`config.mk`:
```
export PLATFORM = sky130hd
export DESIGN_NAME = uart_alu_rsp_framer
export DESIGN_NICKNAME = d
export VERILOG_FILES = /design/src/rtl/uart_alu_rsp_framer.sv
export SDC_FILE = /design/constraint.sdc
export NUM_CORES = 1
export LEC_CHECK = 0
export ABC_AREA = 1
export BUFFER_PORTS_ARGS = -buffer_cell sky130_fd_sc_hd__buf_2
export CORE_ASPECT_RATIO = 1.25
export CORE_MARGIN = 2
export CORE_UTILIZATION = 40
export CTS_BUF_LIST = sky130_fd_sc_hd__clkbuf_8
export CTS_CLUSTER_DIAMETER = 50
export DETAILED_ROUTE_END_ITERATION = 8
export PLACE_DENSITY = 0.73
export SYNTH_ARGS = -nofsm -noshare
export SYNTH_HDL_FRONTEND = slang
export SYNTH_SLANG_ARGS = --single-unit
```
`constraint.sdc`:
```
create_clock -name clk_i -period 1.7 [get_ports clk_i]
set_clock_uncertainty 0.05 [all_clocks]
set_input_delay 0.51 -clock clk_i [delete_from_list [all_inputs] [get_ports clk_i]]
set_output_delay 0.51 -clock clk_i [all_outputs]
set_load 0.005 [all_outputs]
```
`src/rtl/uart_alu_rsp_framer.sv`:
```
// rtl/uart_alu_rsp_framer.sv - UART ALU response packet framer (header + payload stream, optional XOR trailer via UART_ALU_RSP_CHKSUM_EN)
module uart_alu_rsp_framer #(
  parameter int HdrBytes   = 4,
  parameter int MaxPayload = 1020
) (
  input  logic        clk_i,
  input  logic        rst_i,
  input  logic        rsp_valid_i,
  output logic        rsp_ready_o,
  input  logic [7:0]  rsp_opcode_i,
  input  logic [15:0] rsp_len_i,
  input  logic [7:0]  pl_data_i,
  input  logic        pl_valid_i,
  output logic        pl_ready_o,
  output logic [7:0]  tx_data_o,
  output logic        tx_valid_o,
  input  logic        tx_ready_i,
  output logic        busy_o,
  output logic        len_err_o
);

`ifdef UART_ALU_RSP_CHKSUM_EN
  typedef enum logic [2:0] {IDLE, HDR, PAYLOAD, CHK, DONE} state_t;
  localparam logic [15:0] TrailBytes = 16'd1;
`else
  typedef enum logic [1:0] {IDLE, HDR, PAYLOAD, DONE} state_t;
  localparam logic [15:0] TrailBytes = 16'd0;
`endif

  localparam logic [15:0] MaxLen = 16'(MaxPayload);
  localparam logic [15:0] HdrLen = 16'(HdrBytes);

  state_t      state;
  logic [1:0]  hdr_idx;
  logic [15:0] remaining;
  logic [15:0] total_len;
  logic [15:0] len_c;
  logic [7:0]  hdr_next;
  logic        slot_free;
  logic        pl_phase;
  logic        pl_fire;
  logic        rsp_fire;

  assign len_c     = (rsp_len_i > MaxLen) ? MaxLen : rsp_len_i;
  assign slot_free = !tx_valid_o || tx_ready_i;
  // The first payload byte is fetched while header byte 3 drains, so the stream has no bubble.
  assign pl_phase   = (state == PAYLOAD) || ((state == HDR) && (hdr_idx == 2'd3));
  assign pl_ready_o = pl_phase && (remaining != 16'd0) && slot_free;
  assign pl_fire    = pl_valid_i && pl_ready_o;
  assign rsp_fire   = rsp_valid_i && rsp_ready_o;
  assign busy_o     = (state != IDLE);

  always_comb begin
    hdr_next = 8'h00;
    case (hdr_idx)
      2'd1:    hdr_next = total_len[7:0];
      2'd2:    hdr_next = total_len[15:8];
      default: hdr_next = 8'h00;
    endcase
  end

`ifdef UART_ALU_RSP_CHKSUM_EN
  logic [7:0] chk_q;

  // Running XOR of every byte loaded into the output slot.
  always_ff @(posedge clk_i or posedge rst_i) begin
    if (rst_i) begin
      chk_q <= 8'h00;
    end else if (rsp_fire) begin
      chk_q <= rsp_opcode_i;
    end else if ((state == HDR) && tx_ready_i && (hdr_idx != 2'd3)) begin
      chk_q <= chk_q ^ hdr_next;
    end else if (pl_fire) begin
      chk_q <= chk_q ^ pl_data_i;
    end
  end
`endif

  always_ff @(posedge clk_i or posedge rst_i) begin
    if (rst_i) begin
      state       <= IDLE;
      hdr_idx     <= 2'd0;
      remaining   <= 16'd0;
      total_len   <= 16'd0;
      rsp_ready_o <= 1'b0;
      tx_valid_o  <= 1'b0;
      tx_data_o   <= 8'h00;
      len_err_o   <= 1'b0;
    end else begin
      len_err_o <= 1'b0;
      case (state)
        IDLE: begin
          rsp_ready_o <= 1'b1;
          if (rsp_fire) begin
            rsp_ready_o <= 1'b0;
            remaining   <= len_c;
            total_len   <= len_c + HdrLen + TrailBytes;
            len_err_o   <= (rsp_len_i > MaxLen);
            hdr_idx     <= 2'd0;
            tx_valid_o  <= 1'b1;
            tx_data_o   <= rsp_opcode_i;
            state       <= HDR;
          end
        end
        HDR: begin
          if (tx_ready_i) begin
            if (hdr_idx != 2'd3) begin
              hdr_idx   <= hdr_idx + 2'd1;
              tx_data_o <= hdr_next;
            end else if (remaining != 16'd0) begin
              state <= PAYLOAD;
              if (pl_fire) begin
                tx_data_o <= pl_data_i;
                remaining <= remaining - 16'd1;
              end else begin
                tx_valid_o <= 1'b0;
              end
            end else begin
`ifdef UART_ALU_RSP_CHKSUM_EN
              tx_data_o <= chk_q;
              state     <= CHK;
`else
              tx_valid_o <= 1'b0;
              state      <= DONE;
`endif
            end
          end
        end
        PAYLOAD: begin
          if (pl_fire) begin
            tx_valid_o <= 1'b1;
            tx_data_o  <= pl_data_i;
            remaining  <= remaining - 16'd1;
          end else if (tx_ready_i) begin
            tx_valid_o <= 1'b0;
          end
          if ((remaining == 16'd0) && slot_free) begin
`ifdef UART_ALU_RSP_CHKSUM_EN
            tx_valid_o <= 1'b1;
            tx_data_o  <= chk_q;
            state      <= CHK;
`else
            tx_valid_o <= 1'b0;
            state      <= DONE;
`endif
          end
        end
`ifdef UART_ALU_RSP_CHKSUM_EN
        CHK: begin
          if (tx_ready_i) begin
            tx_valid_o <= 1'b0;
            state      <= DONE;
          end
        end
`endif
        DONE: begin
          rsp_ready_o <= 1'b1;
          state       <= IDLE;
        end
        default: state <= IDLE;
      endcase
    end
  end

endmodule
```
After elaboration in Yosys (flattened, before gate mapping)

Cells that the tools add are included.

Register bits after elaboration: 47
Word-level logic and storage cells: 87
Output and inout bits: 13

Add/sub/neg operators: 3
Mux-type cells: 37
Order comparisons: 1
Equality and inequality tests: 16
Reduce and logical (&&, ||, !) cells: 22

Operators with widths:

| kind                                                   | number |
|---|---|
| two-way mux 16 bit                                     | 6 |
| case mux 16 bit (3 select lines)                       | 1 |
| two-way mux 8 bit                                      | 5 |
| case mux 8 bit (3 select lines)                        | 1 |
| adder 16 x 3 -> 16 bit (second input constant)         | 1 |
| > comparator 16 x 10 -> 1 bit (second input constant)  | 1 |
| logical NOT 16 bit                                     | 1 |
| case mux 8 bit (2 select lines)                        | 1 |
| nonzero test 16 bit                                    | 1 |
| subtractor 16 x 1 -> 16 bit (second input constant)    | 1 |
| two-way mux 2 bit                                      | 7 |
| two-way mux 1 bit                                      | 12 |
| AND reduction 4 bit                                    | 3 |
| equality test 2 bit (second input constant)            | 4 |
| inequality test 2 bit (second input constant)          | 4 |
| case mux 2 bit (4 select lines)                        | 1 |
| logical AND 1 bit                                      | 6 |
| inequality test 2 x 1 -> 1 bit (second input constant) | 3 |
| AND reduction 6 bit                                    | 1 |
| nonzero test 2 bit                                     | 3 |
| AND reduction 5 bit                                    | 1 |
| equality test 2 x 1 -> 1 bit (second input constant)   | 2 |
| inequality test 4 x 3 -> 1 bit (second input constant) | 1 |
| case mux 2 bit (2 select lines)                        | 1 |
| other kinds (10)                                       | 11 |

Longest topological paths before layout

Gate-level depths: netlist (run 1).

Depth in word-level cells: 11
Gate-level depth with buffers: 12

Least setup slack after synthesis (run 1)

No wires, ideal clock.

Kind: in2reg
Start: input rsp_len_i[10]
End: register total_len[6]
Path slack: -0.254 ns
Cell stages on the path: 9
Required time: 1.532 ns
Buffers on the path: 0
Library setup time: 0.118 ns
Arrival: 1.786 ns
Cells stage by stage: or2_1 nor2_4 nand2_2 or2_2 ha_1 nand2_1 nand3_1 nand3_1 nand2_1

Longest elaborated chain between the ends: 3

RTL lines:

| element                       | line | source |
|---|---|---|
| from (decl)                   | 11   | `input logic [15:0] rsp_len_i,` |
| > comparator 16 x 10 -> 1 bit | 44   | `assign len_c = (rsp_len_i > MaxLen) ? MaxLen : rsp_len_i;` |
| two-way mux 16 bit            | 44   |  |
| adder 16 x 3 -> 16 bit        | 97   | `total_len <= len_c + HdrLen + TrailBytes;` |
| to (signal assigned)          | 97   |  |
| to (decl)                     | 36   | `logic [15:0] total_len;` |

Every way passes these cells.
A chain may end at the register's enable or synchronous reset.

Final worst setup path (run 1)

Start: register state[0]
End: output pl_ready_o

Longest elaborated chain between the ends: 5
Elaborated cells on any way between the ends: 6
Classes of those cells: 2 x eq/ne; 4 x reduce/logical

RTL lines:

| element                          | line | source |
|---|---|---|
| from (decl)                      | 33   | `state_t state;` |
| from (signal assigned)           | 81   | `state <= IDLE;` |
| from (signal assigned)           | 102  | `state <= HDR;` |
| from (signal assigned)           | 111  | `state <= PAYLOAD;` |
| equality test 2 x 1 -> 1 bit     | 47   | `assign pl_phase = (state == PAYLOAD) \|\| ((state == HDR) && (hdr_idx == 2'd3));` |
| logical AND 1 bit                | 47   |  |
| logical OR 1 bit *               | 47   |  |
| logical AND 1 bit * (2 in a row) | 48   | `assign pl_ready_o = pl_phase && (remaining != 16'd0) && slot_free;` |
| to (decl)                        | 14   | `output logic pl_ready_o,` |

Every way passes the cells marked *; elsewhere a longest branch is shown, timed or not.

==> flow_summary.yaml, run 1 <==
floorplan:
  num_io_pins: 50
  coreArea_sq_um: 7790
  initial_core_util_pct: 41.2
  die_w_um: 84.2
  dieArea_sq_um: 8770
  die_y_um: 104
  num_rows: 36
synthesis:
  ys_dominant_reg_cell: "dfrtp_1"
  synth_area_sq_um: 3210
  synth_warnings: 0
  synthArstFlopShare_pct: 100
  yosys_register_bits: 47
  syn_nets: 511
  synth.distinct_cells: 38
  syn_avg_cell_area_sq_um: 6.91
  ys_seq_area_share_pct: 36.6
  synth-edff-count: 0
  synth_cells: 465
global_routing:
  gr-total-overflow: 0
  grt_max_degree: 48
  grt_pass1_wl_mm: 15.7
  antenna_found_initial: 0
  grt_pass1_vias: 3494
  grt_usage_pct: 21.6
setup_path:
  critPathMaxStageDelay_ns: 0.47
  path_max_fanout: 3
  critPathMostFrequentCell: "nand2_4"
  slowest_stage: "dfrtp_2"
  crit_path_start_kind: "flip-flop"
  required_ns: 1.14
  crit_arrival_ns: 1.44
  path_class: "reg -> out"
  worst-r2r-cell-count: 14
  worstSetupPathDepth: 7
  path_buf_inv: 3
  worst_setup_path_end_kind: "primary output"
  critical_path.cell_chain: "inv_4 > ha_4 > inv_2 > nand2_4 > nand2_4 > a31oi_4 > buf_2"
  critPathTopFamily: "flip-flops"
sta:
  hold_violations: 0
  worst_slack_ns: -0.301
  fin_crit_ns: 2.00
  drv_slew: 0
  finalCritPeriodShare_pct: 118
  rsz0062_at_grt: "true"
  whs_ns: 0.154
  worstMarginPinSlew_ns: 0.464
  relSlewSlack_pct: 68.7
  setup_violations: 43
  max_clock_freq_ghz: 0.500
power:
  power_density_nw_per_um2: 1870
  p_total_w: 0.00881
  p_leak_nw: 2.43
  ir_drop_mv: 1.09
detailed_routing:
  avgRoutedWirePerCell_um: 13.7
  wirelength_mm: 9.58
  vias: 3546
  avgViaCountPerCell: 5.09
  drc_errors: 0
  first_pass_iters: 4
  detail-route-antenna-nets: 0
  drtIter0Drc: 191
place:
  dp.cells: 669
  pre_cts_ws_ns: -0.211
  portBuffers: 49
  place.gp.congestion: 0.914
  placed_cell_area_sq_um: 4190
  dp_hpwl_mm: 6.76
clock_network:
  cts_root_buf: "clkbuf_8"
  cts_tree: "yes"
  cts_buffer_depth: 2
  clkTransAtPathRegs_ns: 0.09
  cts.sinks: 47
  cts_inserted_buffers: 5
  insertion_delay_ns: 0.32
  cts_htree_levels: 2
  postCtsHoldBufs: 0
cells_and_area:
  antennaDiodeCount: 0
  area_growth_pct: 46.4
  drive_above_1_share_pct: 37.5
  final_cells: 697
  nNetsFinal: 647
  final_common_cell: "nand2_1"
  layout_common_cells: "119 x nand2_1, 75 x buf_4, 54 x inv_1, 48 x buf_2, 46 x dfrtp_1"
  final_area_sq_um: 4710
worst_hold_path:
  min_path_type: "in -> async"
flow_run:
  maxCapViolCount: 0
run_status:
  status: "finished with violations"
  violations: "setup timing"
## logic make-up after synthesis
logic type / synth area share (%)
fa+ha+maj: 3.50
simple gates: 33.8
buf+inv: 11.0
compound gates: 13.2
xor+xnor: 1.91
flops: 36.6
## flip-flops by register name, indices dropped and copies added (netlist names)
signal,count
tx_data_o,8
rsp_ready_o,1
tx_valid_o,1
hdr_idx,2
remaining,16
total_len,16
state,2
len_err_o,1
## report_power, final
group / switching, W / leakage (nW) / total (W) / internal [W]
Sequential: 0.000291 / 0.608 / 0.00183 / 0.00154
Combinational: 0.00330 / 1.76 / 0.00610 / 0.00281
Clock: 0.000431 / 0.0587 / 0.000877 / 0.000446
Total: 0.00402 / 2.43 / 0.00881 / 0.00479
## worst min-delay path: cells and delay by family
| kind | cells | cell delay [ns] |
|---|---|---|
| buffers and inverters | 3 | 0.39 |
## synthesized netlist by cell type (all sizes together), types with 2 or more instances
| master | instances | area [sq um] |
|---|---|---|
| nand2 | 129 | 489 |
| inv | 70 | 265 |
| dfrtp | 47 | 1180 |
| nand3 | 47 | 245 |
| o21ai | 44 | 235 |
| nor2 | 41 | 176 |
| a21oi | 16 | 91.3 |
| nand4 | 12 | 81.3 |
| or2 | 10 | 62.6 |
| ha | 9 | 113 |
| clkbuf | 7 | 26.3 |
| xor2 | 7 | 61.3 |
| buf | 6 | 57.6 |
| nor3 | 5 | 25.0 |
| a22o | 3 | 26.3 |
| a31oi | 2 | 12.5 |
| o211ai | 2 | 15.0 |
| o22ai | 2 | 12.5 |
## stage by stage
| step | utilization [%] | TNS (ns) |
|---|---|---|
| after global routing | 60.4 | -9.36 |
| after CTS | 58.2 | -4.95 |
| after global placement | 53.8 | -2.38 |
| after detailed placement | 53.8 | -4.26 |
| final | 60.4 | -5.86 |
| after floorplan | - | -0.300 |
## worst paths after layout
kind                          startpoint       endpoint  slack [ns]
max                             state[0]     pl_ready_o       -0.30
min                                rst_i    rsp_ready_o        0.15
max reg2reg                     state[0]   remaining[6]       -0.28
min reg2reg                total_len[13]  total_len[13]        0.43
max in group asynchronous          rst_i       state[0]        1.19
min in group clk_i         total_len[13]  total_len[13]        0.43
## final cells by class
| class | instances | area, sq um |
|---|---|---|
| fillers | 659 | 3090 |
| multi-input cells | 334 | 1960 |
| flip-flops and latches | 47 | 1180 |
| repair buffers | 142 | 1050 |
| inverters | 71 | 285 |
| well taps | 95 | 119 |
| clock buffers | 5 | 68.8 |
| clock inverters | 3 | 47.5 |
## routing by layer
metal | global-route usage (%) | vias up | share of wire (%)
met2 | 38.4 | 104 | 53
li1 | - | 1770 | -
met3 | 2.62 | 25 | 3.7
met4 | 9.91 | 0 | 3.0
met5 | 0 | - | 0
met1 | 25.7 | 1647 | 40
## timing repair
item | CTS | global route
pin swaps | 7 | 11
gates cloned | 2 | 1
setup buffers | 12 | 7
resized for setup | 34 | 44
setup endpoints to repair | 29 | 46
endpoints found under the hold margin | 0 | 0
(Power assumes the default switching activity.)
==> run 2: changes to the inputs <==
PLACE_DENSITY = 0.61   (was 0.73)
==> flow_summary.yaml, run 2 (same netlist as run 1, synthesis figures left out) <==
floorplan:
  coreArea_sq_um: 7790
  die_y_um: 104
  initial_core_util_pct: 41.2
  dieArea_sq_um: 8770
  num_rows: 36
  num_io_pins: 50
  die_w_um: 84.2
detailed_routing:
  detail-route-antenna-nets: 0
  drtIter0Drc: 166
  wirelength_mm: 9.38
  first_pass_iters: 4
  avgViaCountPerCell: 5.00
  vias: 3491
  drc_errors: 0
  avgRoutedWirePerCell_um: 13.4
cells_and_area:
  drive_above_1_share_pct: 39.8
  multi_input_area_sq_um: 1990
  area_growth_pct: 47.6
  antennaDiodeCount: 0
  final_common_cell: "nand2_1"
  fillCellCount: 718
  seqCellArea_sq_um: 1180
  nNetsFinal: 648
  final_area_sq_um: 4750
  layout_common_cells: "115 x nand2_1, 78 x buf_4, 54 x inv_1, 49 x buf_2, 46 x dfrtp_1"
  final_util_pct: 60.9
  reg_top3: "remaining: 16 flops, total_len: 16 flops, tx_data_o: 8 flops"
setup_path:
  path_buf_inv: 6
  slowest_stage: "dfrtp_2"
  critPathMostFrequentCell: "buf_6"
  path_class: "reg -> reg"
  worstSetupPathDepth: 14
  critical_path.cell_chain: "buf_6 > ha_4 > buf_6 > inv_6 > o21ai_4 > inv_2 > nand2_4 > nor2_4 > o21ai_2 > a21oi_4 > buf_6 > clkinv_8 > nand2_2 > o21ai_1"
  required_ns: 1.86
  crit_path_start_kind: "flip-flop"
  worst-r2r-cell-count: 14
  worst_setup_path_end_kind: "flip-flop"
  path_max_fanout: 5
  crit_arrival_ns: 2.19
  critPathMaxStageDelay_ns: 0.46
  critPathTopFamily: "buffers and inverters"
clock_network:
  cts_tree: "yes"
  cts_buffer_depth: 2
  cts_inserted_buffers: 5
  cts.sinks: 47
  clkTransAtPathRegs_ns: 0.10
  cts_root_buf: "clkbuf_8"
  cts_htree_levels: 2
  insertion_delay_ns: 0.33
place:
  pre_cts_ws_ns: -0.211
  portBuffers: 49
  placed_cell_area_sq_um: 4160
  place.gp.congestion: 0.835
  dp_hpwl_mm: 6.70
sta:
  worstMarginPinSlew_ns: 0.367
  hold_violations: 0
  setup_violations: 32
  worst_slack_ns: -0.333
  finalCritPeriodShare_pct: 120
  rsz0062_at_grt: "true"
  max_clock_freq_ghz: 0.492
  drv_slew: 0
  fin_crit_ns: 2.03
  whs_ns: 0.162
  relSlewSlack_pct: 75.4
global_routing:
  grt_max_degree: 48
  grt_pass1_wl_mm: 15.3
  antenna_found_initial: 0
  grt_pass1_vias: 3471
  gr-total-overflow: 0
  grt_usage_pct: 21.3
power:
  p_total_w: 0.00893
  p_leak_nw: 2.43
  power_density_nw_per_um2: 1880
  ir_drop_mv: 1.10
worst_hold_path:
  min_path_type: "in -> async"
flow_run:
  maxCapViolCount: 0
run_status:
  status: "finished with violations"
  violations: "setup timing"
## run 2: cell count changes in the layout (fill, tap and decap cells not counted), sizes merged
cell / delta
buf: -1
clkinv: +3
inv: -1
## run 2: cell type report
| cell class | instances | area share (%) |
|---|---|---|
| clock buffers | 5 | 1.45 |
| clock inverters | 3 | 1.00 |
| inverters | 71 | 6.38 |
| multi-input cells | 334 | 42.0 |
| flip-flops and latches | 47 | 24.8 |
| well taps | 95 | 2.50 |
| repair buffers | 141 | 21.5 |
| repair inverters | 2 | 0.422 |
## run 2: where the power goes
part	switching, W	leakage, nW	internal (W)
Sequential	0.000289	0.608	0.00154
Clock	0.000449	0.0587	0.000447
Combinational	0.00344	1.76	0.00276
## run 2: stage by stage
stage                     cells  setup TNS, ns
after floorplan             465         -0.300
after global placement      663          -3.56
after detailed placement    663          -4.50
after CTS                   689          -5.30
after global routing        698         -10.09
final                       698          -7.83
## run 2: tightest hold or removal path: cells and delay by family
family / cells / cell delay [ns]
buffers and inverters: 3 / 0.41
## run 2: timing repair
| item | in CTS | in global routing |
|---|---|---|
| gates resized for setup | 46 | 42 |
| pin swaps | 8 | 8 |
| setup endpoints to repair | 31 | 39 |
| cloned | 3 | 1 |
| buffers inserted | 15 | 8 |
| hold buffers | 0 | 0 |
## run 2: per-layer routing
layer / up-vias / track usage [%] / routed length (um)
met4: 0 / 9.33 / 213
li1: 1773 / - / -
met2: 88 / 37.5 / 4750
met3: 19 / 3.57 / 263
met5: - / 0 / 0
met1: 1611 / 25.2 / 4150
## run 2: path summary, 6_finish.rpt
path                               startpoint            end  slack [ns]
worst max-delay path                 state[0]   remaining[1]       -0.33
worst min-delay path                    rst_i   remaining[1]        0.16
worst max register to register       state[0]   remaining[1]       -0.33
worst min register to register  total_len[11]  total_len[11]        0.42
max in group asynchronous               rst_i       state[0]        1.20
min in group clk_i              total_len[11]  total_len[11]        0.42
==> run 3: changes to the inputs <==
CORE_ASPECT_RATIO = default   (was 1.25)
==> flow_summary.yaml, run 3 (same netlist as run 1, synthesis figures left out) <==
run_status:
  status: "finished with violations"
  violations: "setup timing"
floorplan:
  dieArea_sq_um: 8770
  coreArea_sq_um: 7770
  die_y_um: 93.6
  initial_core_util_pct: 41.4
  num_rows: 32
  num_io_pins: 50
  die_w_um: 93.6
power:
  p_total_w: 0.00866
  power_density_nw_per_um2: 1850
  ir_drop_mv: 0.818
  p_leak_nw: 2.43
cells_and_area:
  final_cells: 701
  antennaDiodeCount: 0
  final_common_cell: "nand2_1"
  reg_top3: "remaining: 16 flops, total_len: 16 flops, tx_data_o: 8 flops"
  area_growth_pct: 45.9
  drive_above_1_share_pct: 36.9
  layout_common_cells: "118 x nand2_1, 74 x buf_4, 55 x inv_1, 49 x buf_2, 46 x dfrtp_1"
  nNetsFinal: 644
global_routing:
  grt_usage_pct: 22.0
  grt_pass1_vias: 3354
  gr-total-overflow: 0
  grt_max_degree: 48
  grt_pass1_wl_mm: 15.6
  antenna_found_initial: 0
setup_path:
  required_ns: 1.14
  regToRegStartpoint: "state[0]"
  path_class: "reg -> out"
  r2r_end: "remaining[6]"
  crit_arrival_ns: 1.43
  crit_path_start_kind: "flip-flop"
  worst_setup_path_end_kind: "primary output"
  worst-r2r-cell-count: 13
  reg2reg_slack_ns: -0.24
  crit_start: "state[1]"
  path_max_fanout: 3
place:
  place.gp.congestion: 0.862
  pre_cts_ws_ns: -0.181
  dp.cells: 677
  dp_hpwl_mm: 6.72
  portBuffers: 49
detailed_routing:
  drtIter0Drc: 109
  drc_errors: 0
  avgViaCountPerCell: 4.91
  vias: 3441
  wirelength_mm: 9.19
  first_pass_iters: 5
  detail-route-antenna-nets: 0
  avgRoutedWirePerCell_um: 13.1
clock_network:
  cts_root_buf: "clkbuf_8"
  cts_buffer_depth: 2
  cts_inserted_buffers: 5
  cts_htree_levels: 2
  insertion_delay_ns: 0.31
  clkTransAtPathRegs_ns: 0.10
  cts_tree: "yes"
  cts.sinks: 47
  postCtsHoldBufs: 0
sta:
  setup_violations: 27
  fin_crit_ns: 1.99
  rsz0062_at_grt: "true"
  whs_ns: 0.169
  worstMarginPinSlew_ns: 0.424
  drv_slew: 0
  worst_slack_ns: -0.293
  hold_violations: 0
  relSlewSlack_pct: 71.5
  finalCritPeriodShare_pct: 117
  max_clock_freq_ghz: 0.502
worst_hold_path:
  min_path_type: "in -> async"
flow_run:
  maxCapViolCount: 0
-- run 3: changes by cell type in the layout (fill, tap and decap cells not counted), moves of 3 or more --
cell	before	now
a21oi_1	10	15
a21oi_2	5	0
buf_4	78	74
nand2_1	115	118
nand2_2	8	4
nand3_1	28	34
nand3_2	18	10
-- run 3: cell type report --
class,count,area (sq um)
fill,740,3080
multi-input combinational,334,1960
sequential,47,1180
timing repair buffer,139,1020
inverter,71,294
tap,102,128
clock buffer,5,68.8
clock inverter,3,47.5
-- run 3: power by group --
part,total [W],internal [W],switching [W]
clock,0.000877,0.000447,0.000430
combinational,0.00594,0.00269,0.00326
sequential,0.00183,0.00154,0.000296
-- run 3: layer usage --
layer  global-route usage, %  wire length, um  up-vias  part of all wire (%)
met1                    29.8             4250     1601                    46
met3                    2.66              350        8                   3.8
met4                    5.43              104        0                   1.1
li1                        -                -     1764                     -
met5                       0                0        -                     0
met2                    37.5             4490       68                    49
-- run 3: worst max-delay path, cell delays in order, from the launching register on --
cell and delay [ns]:
dfrtp_1 0.42, inv_2 0.09, ha_4 0.15, nand2_4 0.06
nand2_4 0.08, nand2_4 0.06, a31oi_4 0.14, buf_2 0.13
-- run 3: per-stage QoR --
step	area, sq um	TNS, ns	util (%)
floorplan	3340	-0.300	-
global placement	4210	-2.78	54.2
detailed placement	4210	-3.79	54.2
CTS	4560	-4.69	58.7
global route	4690	-7.79	60.4
finish	4690	-5.05	60.4
-- run 3: worst max-delay path by stage --
stage | endpoint | cells after the start | slack [ns]
detailed placement | total_len[6] | 10 | -0.18
CTS | pl_ready_o | 7 | -0.29
floorplan | total_len[6] | 9 | -0.07
global route | pl_ready_o | 5 | -0.36
global placement | total_len[8] | 10 | -0.15
finish | pl_ready_o | 7 | -0.29
-- run 3: repair_timing --
action / in CTS / in global routing
setup buffers: 13 / 5
resized for setup: 42 / 31
cloned: 0 / 1
setup endpoints to repair: 32 / 33
pin swaps: 5 / 10
